**src/rtl/imem_loader_pkg.sv**
```systemverilog
// imem_loader shared types and constants.
// Boot-time instruction-memory writer package.
package imem_loader_pkg;

    localparam int          WORD_W    = 16;
    localparam int          BYTE_W    = 8;
    localparam logic [15:0] ADDR_STEP = 16'd2;

    typedef enum logic [2:0] {
        IDLE,
        LEN_HI,
        LEN_LO,
        DAT_HI,
        DAT_LO,
        FIN,
        DONE,
        ERR
    } state_t;

endpackage

```
**src/rtl/imem_loader.sv**
```systemverilog
// Boot-time loader: byte stream in, 16-bit instruction words out.
// Keeps the core held until a complete image has been written.
module imem_loader
    import imem_loader_pkg::*;
#(
    parameter int          DEPTH_WORDS = 256,
    parameter logic [15:0] BASE_ADDR   = 16'h0000
) (
    input  logic              clk,
    input  logic              rst_n,
    input  logic              start,
    input  logic              in_valid,
    input  logic [BYTE_W-1:0] in_data,
    output logic              in_ready,
    output logic              imem_we,
    output logic [15:0]       imem_addr,
    output logic [WORD_W-1:0] imem_wdata,
    output logic              core_hold,
    output logic              done,
    output logic              error
);

    localparam logic [16:0] DEPTH_LIM = 17'(DEPTH_WORDS);

    state_t            state;
    state_t            state_nxt;
    logic              accept;
    logic [BYTE_W-1:0] len_hi_q;
    logic [BYTE_W-1:0] hi_q;
    logic [15:0]       words_left;
    logic [15:0]       addr_cnt;
    logic [15:0]       len_n;
    logic              len_zero;
    logic              too_long;
    logic              last_word;

    assign accept    = in_valid && in_ready;
    assign len_n     = {len_hi_q, in_data};
    assign len_zero  = (len_n == 16'd0);
    assign too_long  = ({1'b0, len_n} > DEPTH_LIM);
    assign last_word = (words_left == 16'd1);

    always_ff @(posedge clk or negedge rst_n) begin
        if (!rst_n) begin
            state <= IDLE;
        end else begin
            state <= state_nxt;
        end
    end

    always_comb begin
        state_nxt = state;
        unique case (state)
            IDLE: begin
                if (start) state_nxt = LEN_HI;
            end
            LEN_HI: begin
                if (accept) state_nxt = LEN_LO;
            end
            LEN_LO: begin
                if (accept) begin
                    if (len_zero)      state_nxt = FIN;
                    else if (too_long) state_nxt = ERR;
                    else               state_nxt = DAT_HI;
                end
            end
            DAT_HI: begin
                if (accept) state_nxt = DAT_LO;
            end
            DAT_LO: begin
                if (accept) begin
                    state_nxt = last_word ? FIN : DAT_HI;
                end
            end
            FIN: begin
                state_nxt = DONE;
            end
            DONE, ERR: begin
                if (start) state_nxt = LEN_HI;
            end
            default: begin
                state_nxt = IDLE;
            end
        endcase
    end

    // Handshake and status are pure state decodes; in_valid never feeds in_ready.
    always_comb begin
        in_ready  = 1'b0;
        core_hold = 1'b1;
        done      = 1'b0;
        error     = 1'b0;
        unique case (state)
            LEN_HI, LEN_LO, DAT_HI, DAT_LO: begin
                in_ready = 1'b1;
            end
            DONE: begin
                core_hold = 1'b0;
                done      = 1'b1;
            end
            ERR: begin
                error = 1'b1;
            end
            default: begin
            end
        endcase
    end

    always_ff @(posedge clk or negedge rst_n) begin
        if (!rst_n) begin
            len_hi_q   <= '0;
            hi_q       <= '0;
            words_left <= '0;
            addr_cnt   <= '0;
        end else if (accept) begin
            unique case (state)
                LEN_HI: begin
                    len_hi_q <= in_data;
                end
                LEN_LO: begin
                    words_left <= len_n;
                    addr_cnt   <= BASE_ADDR;
                end
                DAT_HI: begin
                    hi_q <= in_data;
                end
                DAT_LO: begin
                    words_left <= words_left - 16'd1;
                    addr_cnt   <= addr_cnt + ADDR_STEP;
                end
                default: begin
                end
            endcase
        end
    end

    // Write port: one-cycle strobe, address/data hold between writes.
    always_ff @(posedge clk or negedge rst_n) begin
        if (!rst_n) begin
            imem_we    <= 1'b0;
            imem_addr  <= '0;
            imem_wdata <= '0;
        end else begin
            imem_we <= accept && (state == DAT_LO);
            if (accept && (state == DAT_LO)) begin
                imem_addr  <= addr_cnt;
                imem_wdata <= {hi_q, in_data};
            end
        end
    end

endmodule

```
**config.mk**
```make
export PLATFORM = sky130hd
export DESIGN_NAME = imem_loader
export DESIGN_NICKNAME = d
export VERILOG_FILES = /design/src/rtl/imem_loader_pkg.sv /design/src/rtl/imem_loader.sv
export SDC_FILE = /design/constraint.sdc
export NUM_CORES = 1
export LEC_CHECK = 0
export CAP_MARGIN = 10
export CELL_PAD_IN_SITES_DETAIL_PLACEMENT = 1
export CELL_PAD_IN_SITES_GLOBAL_PLACEMENT = 1
export CORE_ASPECT_RATIO = 0.7
export CORE_MARGIN = 8
export CORE_UTILIZATION = 25
export CTS_BUF_LIST = sky130_fd_sc_hd__clkbuf_8
export DETAILED_ROUTE_END_ITERATION = 8
export PLACE_DENSITY_LB_ADDON = 0.1
export SYNTH_ARGS = -nofsm -noshare
export SYNTH_HDL_FRONTEND = slang
export SYNTH_SLANG_ARGS = --single-unit
```
**constraint.sdc**
```tcl
create_clock -name clk -period 2.99 [get_ports clk]
set_input_delay 0.4485 -clock clk [delete_from_list [all_inputs] [get_ports clk]]
set_output_delay 0.4485 -clock clk [all_outputs]
set_load 0.005 [all_outputs]
```
# Word level (Yosys, flattened, before mapping)
# Index checks and enable logic that the tools add are counted.
word_totals:
  regBits: 84
  input_bits: 12
  wordCells: 50
op_classes:
  add_sub_neg: 2
  magnitude_cmp: 1
  n_eq_ne: 13
  mux: 15
  reduce_logical: 11
op_table:
  columns: ["operator", "count"]
  rows:
  - ["case mux 16 bit (2 select lines)", 2]
  - ["2-to-1 mux 3 bit", 8]
  - ["case mux 3 bit (6 select lines)", 1]
  - ["adder 16 x 2 -> 16 bit, second input constant", 1]
  - ["== test 16 x 1 -> 1 bit, second input constant", 1]
  - ["> comparator 16 x 9 -> 1 bit, second input constant", 1]
  - ["logical NOT 16 bit", 1]
  - ["subtractor 16 x 1 -> 16 bit, second input constant", 1]
  - ["== test 3 bit, second input constant", 4]
  - ["inequality test 2 bit, second input constant", 4]
  - ["== test 3 x 2 -> 1 bit, second input constant", 2]
  - ["AND reduction 2 bit", 3]
  - ["AND reduction 5 bit", 1]
  - ["2-to-1 mux 1 bit", 4]
  - ["OR reduction 4 bit", 1]
  - ["== test 3 x 1 -> 1 bit, second input constant", 1]
  - ["logical NOT 3 bit", 1]
  - ["OR reduction 3 bit", 1]
  - ["logical AND 1 bit", 2]
  - ["inequality test 2 x 1 -> 1 bit, second input constant", 1]
  - ["nonzero test 2 bit", 1]

# Logic depth before layout (Yosys ltp)
# Gate-level depths: netlist (run 1).
depth:
  ltp_word: 6
  depth_mapped: 7
  depth_no_buf: 6

# Least setup slack after synthesis (run 1)
# Ideal clock, no wire load.
synth_path:
  path_type: "flip-flop to flip-flop"
  start: "register words_left[2]"
  end: "register words_left[11]"
  setup_time_ps: 141
  arrival_ps: 1619
  t_required_ps: 2849
  setup_slack_ps: 1231
  stages_incl_launch_ff: 6
  path_cell_list: "dfrtp_1 > or4_4 > buf_6 > or3_4 > nand3_1 > o311ai_2"
synth_via:
  elab_chain_cells: 2
synth_rtl:
  columns: ["item", "line", "source"]
  rows:
  - ["start, declared", "imem_loader.sv:30", "logic [15:0] words_left;"]
  - ["start signal, assigned", "imem_loader.sv:121", "words_left <= len_n;"]
  - ["start signal, assigned", "imem_loader.sv:128", "words_left <= words_left - 16'd1;"]
  - ["subtractor 16 x 1 -> 16 bit", "imem_loader.sv:128", null]
  - ["case mux 16 bit (2 select lines)", "imem_loader.sv:116", "unique case (state)"]
# Every way passes these cells.
# A chain may end at the register's enable or synchronous reset.

# Worst setup path after layout (run 1)
layout_path:
  start: "register state[2]"
  end: "output done"
layout_via:
  elab_chain_cells: 2
layout_rtl:
  columns: ["item", "line", "source"]
  rows:
  - ["start, declared", "imem_loader.sv:25", "state_t state;"]
  - ["start signal, assigned", "imem_loader.sv:47", "state <= state_nxt;"]
  - ["== test 3 bit", "imem_loader.sv:93", "unique case (state)"]
  - ["2-to-1 mux 1 bit", "imem_loader.sv:93", null]
  - ["end, declared", "imem_loader.sv:19", "output logic done,"]
# Every way passes these cells.

==> flow_summary.json, run 1 <==
{
  "status": "complete, no violations",
  "drive_above_1_share_pct": 13.4,
  "yosysSeqAreaShare_pct": 51.8,
  "clockBufferDepth": 2,
  "synthSimpleGateAreaFrac_pct": 24.7,
  "r2r-end": "addr_cnt[12]$_DFFE_PN0P_",
  "numCtsBuffers": 9,
  "syn_inst": 420,
  "track_usage_pct": 12.6,
  "p_per_area_mw_per_mm2": 891,
  "place.gp.congestion": 0.749,
  "r2r_start": "state[2]$_DFFE_PN0P_",
  "ff2ff_path_depth": 4,
  "synth_warnings": 0,
  "grt_max_degree": 50,
  "preCtsSetupSlack_ns": 0.533,
  "cts_tree": "built",
  "crit_path_end": "done",
  "vdd_drop_max_mv": 0.313,
  "tightest_slew_ns": 0.672,
  "root_buffer": "clkbuf_8",
  "rows": 38,
  "synth_area_mm2": 0.00396,
  "yosysUniqueCellTypes": 57,
  "fmax_mhz": 392,
  "cp_max_fo": 16,
  "syn_nets": 435,
  "insertedDiodeCount": 0,
  "synth_top_area_share_pct": 51.8,
  "cp-startpoint": "state[2]$_DFFE_PN0P_",
  "async_flop_share_pct": 100,
  "start_kind": "register",
  "timing.final.crit_share_pct": 85.4,
  "maxCapViolations": 0,
  "overflow": 0,
  "rsz0062_at_grt": "false",
  "dieArea_mm2": 0.0202,
  "routedWlPerCell_um": 17.9,
  "crit_path_end_kind": "primary output",
  "route.antenna.remaining_nets": 0,
  "io_buffers": 47,
  "coreArea_mm2": 0.0155,
  "wl_um": 12100,
  "grt_pass1_vias": 3474,
  "insertion_delay_ns": 0.36,
  "post_cts_buffers": 0,
  "yosys.area_share.xor_xnor_pct": 1.55,
  "synth_area_leader_cell": "dfrtp_1",
  "antenna_found_initial": 0,
  "required_ns": 2.54,
  "cts.clk_slew.worst_paths_ns": 0.08,
  "setup_viol": 0,
  "remaining_drc_errors": 0,
  "start_util_pct": 25.5,
  "worst-setup-path-type": "reg2out",
  "h-tree-depth": 3,
  "synth_area_leaders": "dfrtp_1, nand2_1, mux2_2",
  "r2r_slack_ns": 0.83,
  "vias": 3260,
  "io_pins": 49,
  "die_w_um": 166,
  "relSlewSlack_pct": 55.2,
  "ctsHoldBuffers": 0,
  "final_common_cell": "nand2_1",
  "setup_tns_ns": 0,
  "synth_edf_count": 0,
  "area_growth_pct": 24.2,
  "layout.cells.most_common_list": "nand2_1, dfrtp_1, clkdlybuf4s50_1",
  "drv_slew": 0,
  "final_hold_viol_count": 0,
  "synthAdderAreaFrac_pct": 0.948,
  "leakagePower_nw": 2.13,
  "cts.sinks": 82,
  "viasPerCell": 4.82,
  "dieHeight_um": 121,
  "synthMuxAreaShare_pct": 5.31,
  "hold_class": "in2async",
  "cp_data_arrival_time_ns": 2.11,
  "avgSynthCellArea_um2": 9.43,
  "yosys_register_bits": 82,
  "postLayoutSetupSlackWorst_ns": 0.436,
  "dp_hpwl_um": 8550,
  "finClkSkew_ns": 0.00857,
  "synth_compound_area_share_pct": 11.9,
  "first_pass_iters": 4,
  "fin_crit_ns": 2.55,
  "ctsResizeCount": 0,
  "synth_top_family_by_area": "simple AND/OR/NAND/NOR gates",
  "synth_ff_type": "dfrtp_1",
  "drt-initial-drc-count": 191,
  "nets": 486,
  "grt_pass1_wl_um": 20200
}
[final cells by class]
cell class                 count  area (um2)
clock inverter                 6        67.6
timing repair buffer          63         601
clock buffer                  10         138
inverter                       9        33.8
fill                        1759       10600
tap                          200         250
multi-input combinational    306        1780
sequential                    82        2050
[report_power, final]
group / switching [mW] / leakage, nW / internal (mW)
clock: 0.439 / 0.104 / 0.410
sequential: 0.470 / 1.04 / 1.50
combinational: 0.774 / 0.981 / 0.794
[metrics by stage]
stage          instance area (um2)  cells  total power, mW  hold WS (ns)  utilization, %
6_report                      4920    676             4.38         0.119            31.7
5_1_grt                       4920    676             4.74         0.164            31.7
3_3_place_gp                  4710    660             3.54         0.453            30.4
2_1_floorplan                 3960    420             2.80         0.153               -
3_5_place_dp                  4710    660             3.57         0.459            30.4
4_1_cts                       4920    676             4.46         0.138            31.7
[kinds of logic (layout without fill, tap and decap cells)]
kind of cell             Yosys count  after routing
flip-flops                        82             82
other                              1              1
AND/OR/NAND/NOR                  203            203
multiplexers                      19             19
buffers and inverters             32             88
AO/OA/AOI/OAI                     73             73
adder cells (fa/ha/maj)            3              3
XOR/XNOR                           7              7
[synth_stat cells (all sizes together), types with 8 or more instances]
master,count
inv,9
nand3,15
nor3,11
clkbuf,15
a21oi,18
dfrtp,82
o21ai,20
nand2,108
or4,8
mux2,16
buf,8
nor2,20
[registers in the layout, indices dropped and copies added, names as in the netlist]
register,count
state,3
words_left,16
imem_wdata,16
hi_q,8
len_hi_q,8
imem_we,1
addr_cnt,15
imem_addr,15
[layer usage]
metal,global-route usage (%),part of all wire [%],vias up
met4,3.03,0.92,0
li1,-,-,1567
met3,3.48,4.2,12
met1,18.6,55,1630
met2,17.5,40,51
met5,0,0,-
[critical path, cell delays in order, from the launching register on]
cell             delay, ns
dfrtp_1               0.73
nand2_1               0.15
or2_2                 0.32
inv_1                 0.06
clkdlybuf4s50_1       0.49
[worst min path at each step]
stage,end,cells past startpoint
after floorplan,addr_cnt[10]$_DFFE_PN0P_,0
after global placement,imem_wdata[11]$_DFFE_PN0P_,2
after detailed placement,imem_wdata[10]$_DFFE_PN0P_,2
after CTS,len_hi_q[0]$_DFFE_PN0P_,1
after global routing,words_left[7]$_DFFE_PN0P_,1
final,words_left[7]$_DFFE_PN0P_,1
Power figures use the tool's default switching activity.
==> run 2: changes to the inputs <==
- clock period: 2.99 -> 3.06 ns (I/O delays scaled with it)
==> flow_summary.json, run 2 (same netlist as run 1, synthesis figures left out) <==
{
  "grt_max_degree": 50,
  "root_buffer": "clkbuf_8",
  "track_usage_pct": 12.9,
  "coreArea_mm2": 0.0155,
  "whs_ns": 0.120,
  "instances_no_fill": 672,
  "start_util_pct": 25.5,
  "drv_slew": 0,
  "fmax_mhz": 390,
  "route.antenna.remaining_nets": 0,
  "remaining_drc_errors": 0,
  "layout.cells.most_common_list": "nand2_1, dfrtp_1, clkdlybuf4s50_1",
  "cts.clk_slew.worst_paths_ns": 0.09,
  "rows": 38,
  "die_w_um": 166,
  "numCtsBuffers": 9,
  "drive_above_1_share_pct": 12.7,
  "fillers": 1826,
  "wl_um": 12400,
  "setup_viol": 0,
  "placedCellCount": 657,
  "cts.sinks": 82,
  "required_ns": 2.60,
  "dieArea_mm2": 0.0202,
  "finClkSkew_ns": 0.0120,
  "r2r_start": "state[0]$_DFFE_PN0P_",
  "r2r_slack_ns": 0.84,
  "p_int_mw": 2.63,
  "drt-initial-drc-count": 155,
  "vdd_drop_max_mv": 0.390,
  "pwr-share-comb_pct": 36.6,
  "power_mw": 4.28,
  "post_cts_buffers": 0,
  "cp_max_fo": 17,
  "setup_tns_ns": 0,
  "p_per_area_mw_per_mm2": 877,
  "switching_share_pct": 38.6,
  "relSlewSlack_pct": 48.6,
  "reg_top3": "imem_wdata: 16 flops, words_left: 16 flops",
  "start_kind": "register",
  "viasPerCell": 4.90,
  "insertion_delay_ns": 0.37,
  "antenna_found_initial": 0,
  "cts_tree": "built",
  "fin_area_mm2": 0.00488,
  "area_growth_pct": 23.4,
  "io_pins": 49,
  "io_buffers": 47,
  "finish.utilization_pct": 31.5,
  "nets": 483,
  "fin_crit_ns": 2.56,
  "r2r-end": "addr_cnt[4]$_DFFE_PN0P_",
  "postLayoutSetupSlackWorst_ns": 0.497,
  "grt_pass1_wl_um": 20200,
  "cp_data_arrival_time_ns": 2.10,
  "grt_pass1_vias": 3460,
  "dpl_cell_area_mm2": 0.00469,
  "clockBufferDepth": 2,
  "final_hold_viol_count": 0,
  "status": "complete, no violations",
  "maxCapViolations": 0,
  "hold_class": "in2async",
  "p_sw_mw": 1.65,
  "preCtsSetupSlack_ns": 0.500,
  "crit_path_end_kind": "primary output",
  "ctsHoldBuffers": 0,
  "tightest_slew_ns": 0.765,
  "ff2ff_path_depth": 7,
  "leakagePower_nw": 2.10,
  "first_pass_iters": 4,
  "insertedDiodeCount": 0,
  "dp_hpwl_um": 8560,
  "clkPwrFrac_pct": 19.1,
  "place.gp.congestion": 0.776,
  "rsz0062_at_grt": "false",
  "ctsResizeCount": 0,
  "pwr-share-seq_pct": 44.3,
  "worst-setup-path-type": "reg2out",
  "final_common_cell": "nand2_1",
  "routedWlPerCell_um": 18.5,
  "overflow": 0,
  "timing.final.crit_share_pct": 83.8,
  "h-tree-depth": 3,
  "vias": 3292,
  "dieHeight_um": 121
}
[run 2: worst max path at each step]
| stage | startpoint | to | slack (ns) | cells after the start |
|---|---|---|---|---|
| 2_1_floorplan | words_left[2]$_DFFE_PN0P_ | words_left[11]$_DFFE_PN0P_ | 1.30 | 5 |
| 5_1_grt | state[1]$_DFFE_PN0P_ | done | 0.37 | 4 |
| 4_1_cts | state[1]$_DFFE_PN0P_ | done | 0.45 | 4 |
| 6_report | state[1]$_DFFE_PN0P_ | done | 0.50 | 4 |
| 3_3_place_gp | in_valid | len_hi_q[4]$_DFFE_PN0P_ | 0.56 | 5 |
| 3_5_place_dp | in_valid | addr_cnt[12]$_DFFE_PN0P_ | 0.50 | 5 |
[run 2: per-layer routing]
layer  vias to the layer above  share of wire [%]  track usage [%]
met5                         -                  0                0
met2                        62                 40             18.1
met4                         0               0.78             3.03
met1                      1655                 54             18.5
met3                         7                5.9             4.26
li1                       1568                  -                -
[run 2: worst max-delay path, cell delays in order (launching register included)]
cell	delay [ns]
dfrtp_1	0.72
nand2_1	0.15
or2_2	0.32
inv_1	0.06
clkdlybuf4s50_1	0.49
[run 2: cell type report]
type	instances	area, um2	share of cell area, %
flip-flops and latches	82	2050	42.0
multi-input cells	306	1780	36.4
repair buffers	60	578	11.8
well taps	200	250	5.12
clock buffers	10	138	2.82
clock inverters	5	56.3	1.15
inverters	9	33.8	0.692
[run 2: power groups by stage]
| stage | Clock (mW) | Sequential (mW) | Combinational, mW |
|---|---|---|---|
| after CTS | 0.861 | 1.90 | 1.59 |
| final | 0.816 | 1.90 | 1.57 |
| after global routing | 0.892 | 1.96 | 1.76 |
| after global placement | 0 | 1.90 | 1.55 |
| after detailed placement | 0 | 1.92 | 1.59 |
| after floorplan | 0 | 1.73 | 1.01 |
==> run 3: changes to the inputs <==
- clock period: 3.06 -> 2.6 ns (I/O delays scaled with it)
==> flow_summary.json, run 3 (same netlist as run 1, synthesis figures left out) <==
{
  "setup_viol": 0,
  "insertedDiodeCount": 0,
  "slowest_stage": "dfrtp_1",
  "r2r_slack_ns": 0.54,
  "cp_cell_sequence": "nor2_1 -> xnor2_1 -> clkdlybuf4s50_1",
  "h-tree-depth": 3,
  "wl_um": 12400,
  "fmax_mhz": 421,
  "required_ns": 2.21,
  "io_buffers": 47,
  "status": "complete, but fails checks",
  "area_growth_pct": 25.7,
  "drive_above_1_share_pct": 14.2,
  "reg_top3": "imem_wdata: 16 flops, words_left: 16 flops",
  "cts_tree": "built",
  "maxCapViolations": 0,
  "vdd_drop_max_mv": 0.256,
  "nets": 490,
  "start_kind": "register",
  "setup_tns_ns": 0,
  "final_common_cell": "nand2_1",
  "cpPeakStageDelay_ns": 0.71,
  "dieArea_mm2": 0.0202,
  "viasPerCell": 4.88,
  "fin_crit_ns": 2.38,
  "rsz0062_at_grt": "false",
  "timing.final.crit_share_pct": 91.5,
  "grt_pass1_wl_um": 20500,
  "cp_num_buf_inv": 1,
  "rows": 38,
  "whs_ns": -0.0103,
  "coreArea_mm2": 0.0155,
  "r2r_start": "state[0]$_DFFE_PN0P_",
  "tightest_slew_ns": 0.636,
  "worst-setup-path-type": "reg2out",
  "root_buffer": "clkbuf_8",
  "numCtsBuffers": 9,
  "clockBufferDepth": 2,
  "die_w_um": 166,
  "track_usage_pct": 13.0,
  "cp_top_family": "flip-flops",
  "leakagePower_nw": 2.15,
  "vias": 3320,
  "drv_slew": 0,
  "violations": "hold timing",
  "layout.cells.most_common_list": "nand2_1, dfrtp_1, clkdlybuf4s50_1",
  "routedWlPerCell_um": 18.2,
  "cts.clk_slew.worst_paths_ns": 0.09,
  "dieHeight_um": 121,
  "finClkSkew_ns": 0.0150,
  "cp_max_fo": 18,
  "ctsHoldBuffers": 0,
  "antenna_found_initial": 0,
  "cp_data_arrival_time_ns": 1.99,
  "crit_path_end_kind": "primary output",
  "preCtsSetupSlack_ns": 0.276,
  "cts.sinks": 82,
  "insertion_delay_ns": 0.38,
  "postLayoutSetupSlackWorst_ns": 0.222,
  "p_per_area_mw_per_mm2": 1040,
  "first_pass_iters": 4,
  "overflow": 0,
  "place.gp.congestion": 0.768,
  "route.antenna.remaining_nets": 0,
  "dp_hpwl_um": 8640,
  "relSlewSlack_pct": 57.2,
  "worst-path-stages": 3,
  "remaining_drc_errors": 0,
  "ff2ff_path_depth": 4,
  "io_pins": 49,
  "start_util_pct": 25.5,
  "drt-initial-drc-count": 201,
  "hold_class": "in2async",
  "final_hold_viol_count": 7,
  "grt_max_degree": 46,
  "r2r-end": "addr_cnt[12]$_DFFE_PN0P_",
  "grt_pass1_vias": 3522
}
-- run 3: cell count changes in the layout (fill, tap and decap cells not counted), sizes merged --
cell	change
bufinv	+1
clkinvlp	-1
buf	+7
inv	+1
-- run 3: through the flow --
step	instance area (um2)	power, mW	utilization, %	instances	hold slack [ns]
after global routing	4980	5.58	32.1	680	0.0162
after CTS	4970	5.26	32.1	680	0.00126
final	4980	5.17	32.1	680	-0.0103
after detailed placement	4750	4.16	30.7	664	0.433
after floorplan	3960	3.22	-	420	0.0944
after global placement	4750	4.11	30.7	664	0.433
-- run 3: area by class of cell --
type                       count  area (um2)
fill                        1797       10500
sequential                    82        2050
multi-input combinational    306        1780
timing repair buffer          67         643
tap                          200         250
clock buffer                  10         138
clock inverter                 6        82.6
inverter                       9        33.8
-- run 3: worst register-to-register path: stages (launching register included) --
cell	delay, ns
dfrtp_1	0.60
nor2b_1	0.37
nand4_1	0.36
or4_1	0.51
a21oi_1	0.16
-- run 3: routing by layer --
| metal | vias up | wire length, um | track usage (%) |
|---|---|---|---|
| met5 | - | 0 | 0 |
| met3 | 12 | 704 | 3.83 |
| li1 | 1590 | - | - |
| met2 | 65 | 4940 | 17.9 |
| met1 | 1653 | 6560 | 18.8 |
| met4 | 0 | 178 | 4.71 |
-- run 3: timing repair --
action,in CTS,in global routing
setup endpoints to repair,0,1
buffers inserted,0,0
resized for setup,0,1
-- run 3: report_power, final --
part           total (mW)  internal (mW)  switching, mW  leakage (nW)
clock network        1.06          0.561          0.504         0.111
registers            2.25           1.72          0.524          1.04
logic                1.86          0.945          0.918          1.00
-- run 3: worst max-delay path by stage --
stage,start,end,slack [ns]
floorplan,words_left[2]$_DFFE_PN0P_,words_left[11]$_DFFE_PN0P_,0.84
global placement,in_data[4],state[1]$_DFFE_PN0P_,0.31
detailed placement,in_data[4],state[1]$_DFFE_PN0P_,0.28
CTS,state[1]$_DFFE_PN0P_,done,0.03
global route,state[0]$_DFFE_PN0P_,in_ready,0.07
finish,state[0]$_DFFE_PN0P_,in_ready,0.22
==> RTL edit 1: new RTL, settings of run 1 <==
Register the output `error`, without a reset; this adds one clock of latency there. The other outputs are not delayed to match.
--- a/src/rtl/imem_loader.sv
+++ b/src/rtl/imem_loader.sv
@@ -21,6 +21,8 @@
 );
 
     localparam logic [16:0] DEPTH_LIM = 17'(DEPTH_WORDS);
+
+    logic error_d;
 
     state_t            state;
     state_t            state_nxt;
@@ -89,7 +91,7 @@
         in_ready  = 1'b0;
         core_hold = 1'b1;
         done      = 1'b0;
-        error     = 1'b0;
+        error_d   = 1'b0;
         unique case (state)
             LEN_HI, LEN_LO, DAT_HI, DAT_LO: begin
                 in_ready = 1'b1;
@@ -99,7 +101,7 @@
                 done      = 1'b1;
             end
             ERR: begin
-                error = 1'b1;
+                error_d = 1'b1;
             end
             default: begin
             end
@@ -149,5 +151,9 @@
         end
     end
 
+    always_ff @(posedge clk) begin
+        error <= error_d;
+    end
+
 endmodule
 
Behaviour: not the same (Yosys sat finds a counterexample within 4 cycles, from zero or initial values and one cycle with rst_n low).
==> RTL edit 1 against run 1 <==
- sequential cell count increased by 1
- first-iteration DRC count decreased by 19%
- wire length increased by 2.5%
- power increased by 1.1%
- largest cell class unchanged
- hold slack got worse by 54 ps
- worst setup slack improved by 3.8 ps
- design area increased by 0.38%
- synthesized area increased by 0.51%
==> RTL edit 1: results (changes against run 1) <==
* Fin nets at 487 (+0.21%)
* Vias in the first global route at 3,381 (-2.7%)
* Leakage at 2.13 nW (+0.20%)
* Total routed wirelength at 12,400 microns (+2.5%)
* Post-synthesis sequential area ratio at 0.521 (+0.00242)
* Fraction of layout cells with a size suffix above 1 at 0.134 (-0.000282)
* Vias per inst at 4.86 (+0.83%)
* CP Max Fanout at 17 (+1)
* Drt pass-1 iters at 4 (unchanged)
* Async set-or-reset flop fraction in the synthesized netlist at 0.988 (-0.0120)
* Status: completed
* HP Class: input pin to async pin
* Max Cap Viol at 0 (unchanged)
* Synth cell types at 58 (+1.8%)
* Grt met2 use at 0.173 (-0.00256)
* H-tree depth at 3 (unchanged)
* Clk power at 0.867 mW (+2%)
* Adder-cell share of the synthesized area at 0.00943 (-0.0000477)
* WL met1 at 6880 microns (+4.1%)
* Comb pwr at 1.59 mW
* Slew margin rel. at 0.528 (-0.0239)
* First-pass GRT wire length at 20,000 microns (-0.55%)
* Top cells by count, synth: nand2_1 (108), dfrtp_1 (82), nor2_1 (20), o21ai_0 (20), a21oi_1 (18)
* Root Buffer: clkbuf_8
* Synthesized net count at 436 (+0.23%)
* Compound-Gate Fraction of Synth Area at 0.119 (-0.000600)
* Met1 Resource Use GR at 0.187 (+0.00111)
* CP top delay family: flip-flops
* Post-Synth XOR/XNOR Area at 0.0154 (-0.0000779)
* Final setup fails at 0 (unchanged)
* Post-CTS Resized at 0 (unchanged)
* Slowest stage delay, CP at between 700 and 800 ps
* Internal power at 2.72 mW (+0.85%)
* Worst clock skew at 12.6 ps (+3.99 ps)
* Port Buf Inserts at 47 (unchanged)
* N_diodes at 0 (unchanged)
* Post-DP HPWL at 8670 microns (+1.3%)
* Top cells by area, synth: dfrtp_1 (52%), nand2_1 (10%), mux2_2 (4.5%)
* Longest Clk Path Bufs at 2 (unchanged)
* Largest net degree at the start of global routing at 43 (-14%)
* Placer Congestion at 0.748 (-0.16%)
* VDD IR max at 306 uV (-2.3%)
* Placed cell count at 661 (+0.15%)
* Total sequential power at 1.97 mW (about the same)
* Dpl cell area at 0.00473 sq mm (+0.42%)
* Multiplexer share of the synthesized area at 0.0528 (-0.000267)
* Initial antenna violation count at 0 (unchanged)
* Avg Cell Area, Syn at 9.45 sq um (+0.27%)
* Initial drt markers at 155 (-19%)
* Post-DR wirelength/cell at 18.3 microns (+2.4%)
* Clock latency on the worst-skew pair at 380 ps (+20 ps)
* Met3 GRT Util at 0.0410 (+0.00627)
* Met2 WL at 4810 microns (-1.6%)
* WL met3 at 660 microns (+30%)
* Tot GR Track Use at 0.126 (+0.000427)
* Pre-CTS setup slack at 422 ps (-112 ps)
RTL edit 1: cell count changes in the layout (fill, tap and decap cells not counted), sizes merged:
cell / change
clkinv: -1
clkinvlp: +1
dfxtp: +1
RTL edit 1: worst paths after layout:
check                          from              to  slack, ps  cells after the start
max reg2reg                state[1]    addr_cnt[14]        820                      4
max in group asynchronous     rst_n     addr_cnt[4]       2260                      2
min reg2reg                 hi_q[0]   imem_wdata[8]        470                      2
min                           rst_n  imem_wdata[14]         70                      1
max                        state[1]            done        440                      4
min in group clk            hi_q[0]   imem_wdata[8]        470                      2
RTL edit 1: cell type report:
| class | instances | area (sq um) |
|---|---|---|
| fill | 1804 | 10600 |
| sequential | 83 | 2070 |
| multi-input combinational | 306 | 1780 |
| timing repair buffer | 63 | 601 |
| tap | 200 | 250 |
| clock buffer | 10 | 138 |
| clock inverter | 6 | 66.3 |
| inverter | 9 | 33.8 |
==> RTL edit 2: new RTL, config.mk and constraints of run 1 <==
Made on the original files. Set the parameter `DEPTH_WORDS` to 128 (it was 256).
--- a/src/rtl/imem_loader.sv
+++ b/src/rtl/imem_loader.sv
@@ -3,7 +3,7 @@
 module imem_loader
     import imem_loader_pkg::*;
 #(
-    parameter int          DEPTH_WORDS = 256,
+    parameter int          DEPTH_WORDS = 128,
     parameter logic [15:0] BASE_ADDR   = 16'h0000
 ) (
     input  logic              clk,
Function: changed (Yosys sat finds a counterexample within 4 cycles, from zero or initial values and one cycle with rst_n low).
==> RTL edit 2 against run 1 <==
- wire length fell by 3.8%
- largest power group unchanged
- worst setup slack improved by 100 ps
- power rose by 6.0%
- hold slack got worse by 6.6 ps
- maximum frequency rose by 4.2%
- first-iteration DRC count rose by 15%
- register-to-register slack got worse by 50 ps
- sequential cell count did not move
- via count fell by 8.5%
- synthesized area fell by 0.60%
- design area fell by 0.33%
- largest cell class unchanged
==> RTL edit 2: results (changes against run 1) <==
* Drt pass-1 iters at 5 (+1)
* Total of warnings raised by yosys at 0 (unchanged)
* Status: completed
* Largest registers: imem_wdata (16), words_left (16)
* Total routed wirelength at 11,600 microns (-3.8%)
* Initial drt markers at 220 (+15%)
* Post-DP HPWL at 8300 microns (-2.9%)
* Top cells by count, synth: dfrtp_1 (82), mux2_2 (47), nor2_1 (25)
* Power density cells at 948 mW/mm^2 (+6.3%)
* Worst Setup SP: state[0]
* # fillers at 1,665 (-5.3%)
* Root Buffer: clkbuf_8
* CP Max Fanout at 9 (-7)
* Synth cell types at 52 (-8.8%)
* Clock buffer count from CTS at 9 (unchanged)
* R2R depth at 4 (unchanged)
* Async set-or-reset flop fraction in the synthesized netlist at 1.00 (unchanged)
* R2r setup slk at 780 ps (-50 ps)
* Top cells by area, synth: dfrtp_1 (52%), mux2_2 (13%), or4_1 (2.5%)
* N_diodes at 0 (unchanged)
* Slew margin rel. at 0.517 (-0.0348)
* VDD IR max at 338 uV (+8.1%)
* Hold_ws at 113 ps (-6.63 ps)
* Via Count at 2,982 (-8.5%)
* Synthesized net count at 367 (-16%)
* Dpl cell area at 0.00470 sq mm (-0.24%)
* Fin nets at 418 (-14%)
* Crit path DAT at 2000 ps (-110 ps)
* Tot GR Track Use at 0.122 (-0.00414)
* H-tree depth at 3 (unchanged)
* Vias in the first global route at 3,249 (-6.5%)
* HP Class: input pin to async pin
* Initial antenna violation count at 0 (unchanged)
* Post-CTS Resized at 0 (unchanged)
* Clock latency on the worst-skew pair at 370 ps
* Worst clock skew at 12.8 ps (+4.18 ps)
* First-pass GRT wire length at 19,300 microns (-4.3%)
* Leakage at 1.97 nW (-7.2%)
* Longest Clk Path Bufs at 2 (unchanged)
* Post-synthesis sequential area ratio at 0.521 (+0.00313)
* Fraction of layout cells with a size suffix above 1 at 0.218 (+0.0837)
* CTS clock-pin slew for the worst setup and hold paths at 90 ps
* Placer Congestion at 0.775 (+3.5%)
## RTL edit 2: cell count changes in the layout (fill, tap and decap cells not counted), moves of 6 or more
cell / change
mux2_2: +31
nand2_1: -95
nand3_1: -7
nor4_1: +9
o2bb2ai_1: +6
or4_1: +7
## RTL edit 2: layer usage
metal  vias up  part of all wire  global-route usage
li1       1400                 -                   -
met1      1516              0.52               0.177
met2        61              0.41               0.169
met3         5             0.060              0.0435
met4         0            0.0052              0.0232
met5         -                 0                   0
## RTL edit 2: cell families (layout without fill, tap and decap cells)
kind of cell / after synthesis / count (layout) / synth area share
multiplexers: 51 / 51 / 0.145
AND/OR/NAND/NOR: 112 / 112 / 0.161
buffers and inverters: 30 / 86 / 0.0324
other: 1 / 1 / 0.000953
adder cells (fa/ha/maj): 3 / 3 / 0.00954
XOR/XNOR: 10 / 10 / 0.0242
AO/OA/AOI/OAI: 63 / 63 / 0.106
flip-flops: 82 / 82 / 0.521
## RTL edit 2: critical path, stage by stage (launching register included)
cell and delay (ps):
dfrtp_1 510, buf_4 230, nor2_1 200, xnor2_1 170, clkdlybuf4s50_1 530
## RTL edit 2: cell type report
| type | count | area share |
|---|---|---|
| inverter | 5 | 0.00383 |
| sequential | 82 | 0.419 |
| tap | 200 | 0.0511 |
| multi-input combinational | 240 | 0.363 |
| timing repair buffer | 65 | 0.123 |
| clock buffer | 9 | 0.0253 |
| clock inverter | 7 | 0.0156 |
## RTL edit 2: path summary, 6_finish.rpt
kind                                  endpoint
worst min register to register   words_left[8]
worst max-delay path                  in_ready
min in group clk                 words_left[8]
max in group asynchronous         addr_cnt[12]
worst min-delay path            imem_wdata[11]
worst max register to register    addr_cnt[12]
## RTL edit 2: stage by stage
step | instances | worst slack, ps | total power, mW
final | 608 | 538 | 4.64
after global routing | 608 | 371 | 5.03
after CTS | 608 | 486 | 4.73
after detailed placement | 592 | 461 | 3.86
after global placement | 592 | 510 | 3.83
after floorplan | 352 | 1040 | 2.96
## RTL edit 2: report_power, final
| group | total [mW] | switching [mW] | internal (mW) |
|---|---|---|---|
| clock | 0.833 | 0.442 | 0.392 |
| combinational | 1.82 | 0.817 | 0.998 |
| sequential | 2.00 | 0.437 | 1.56 |
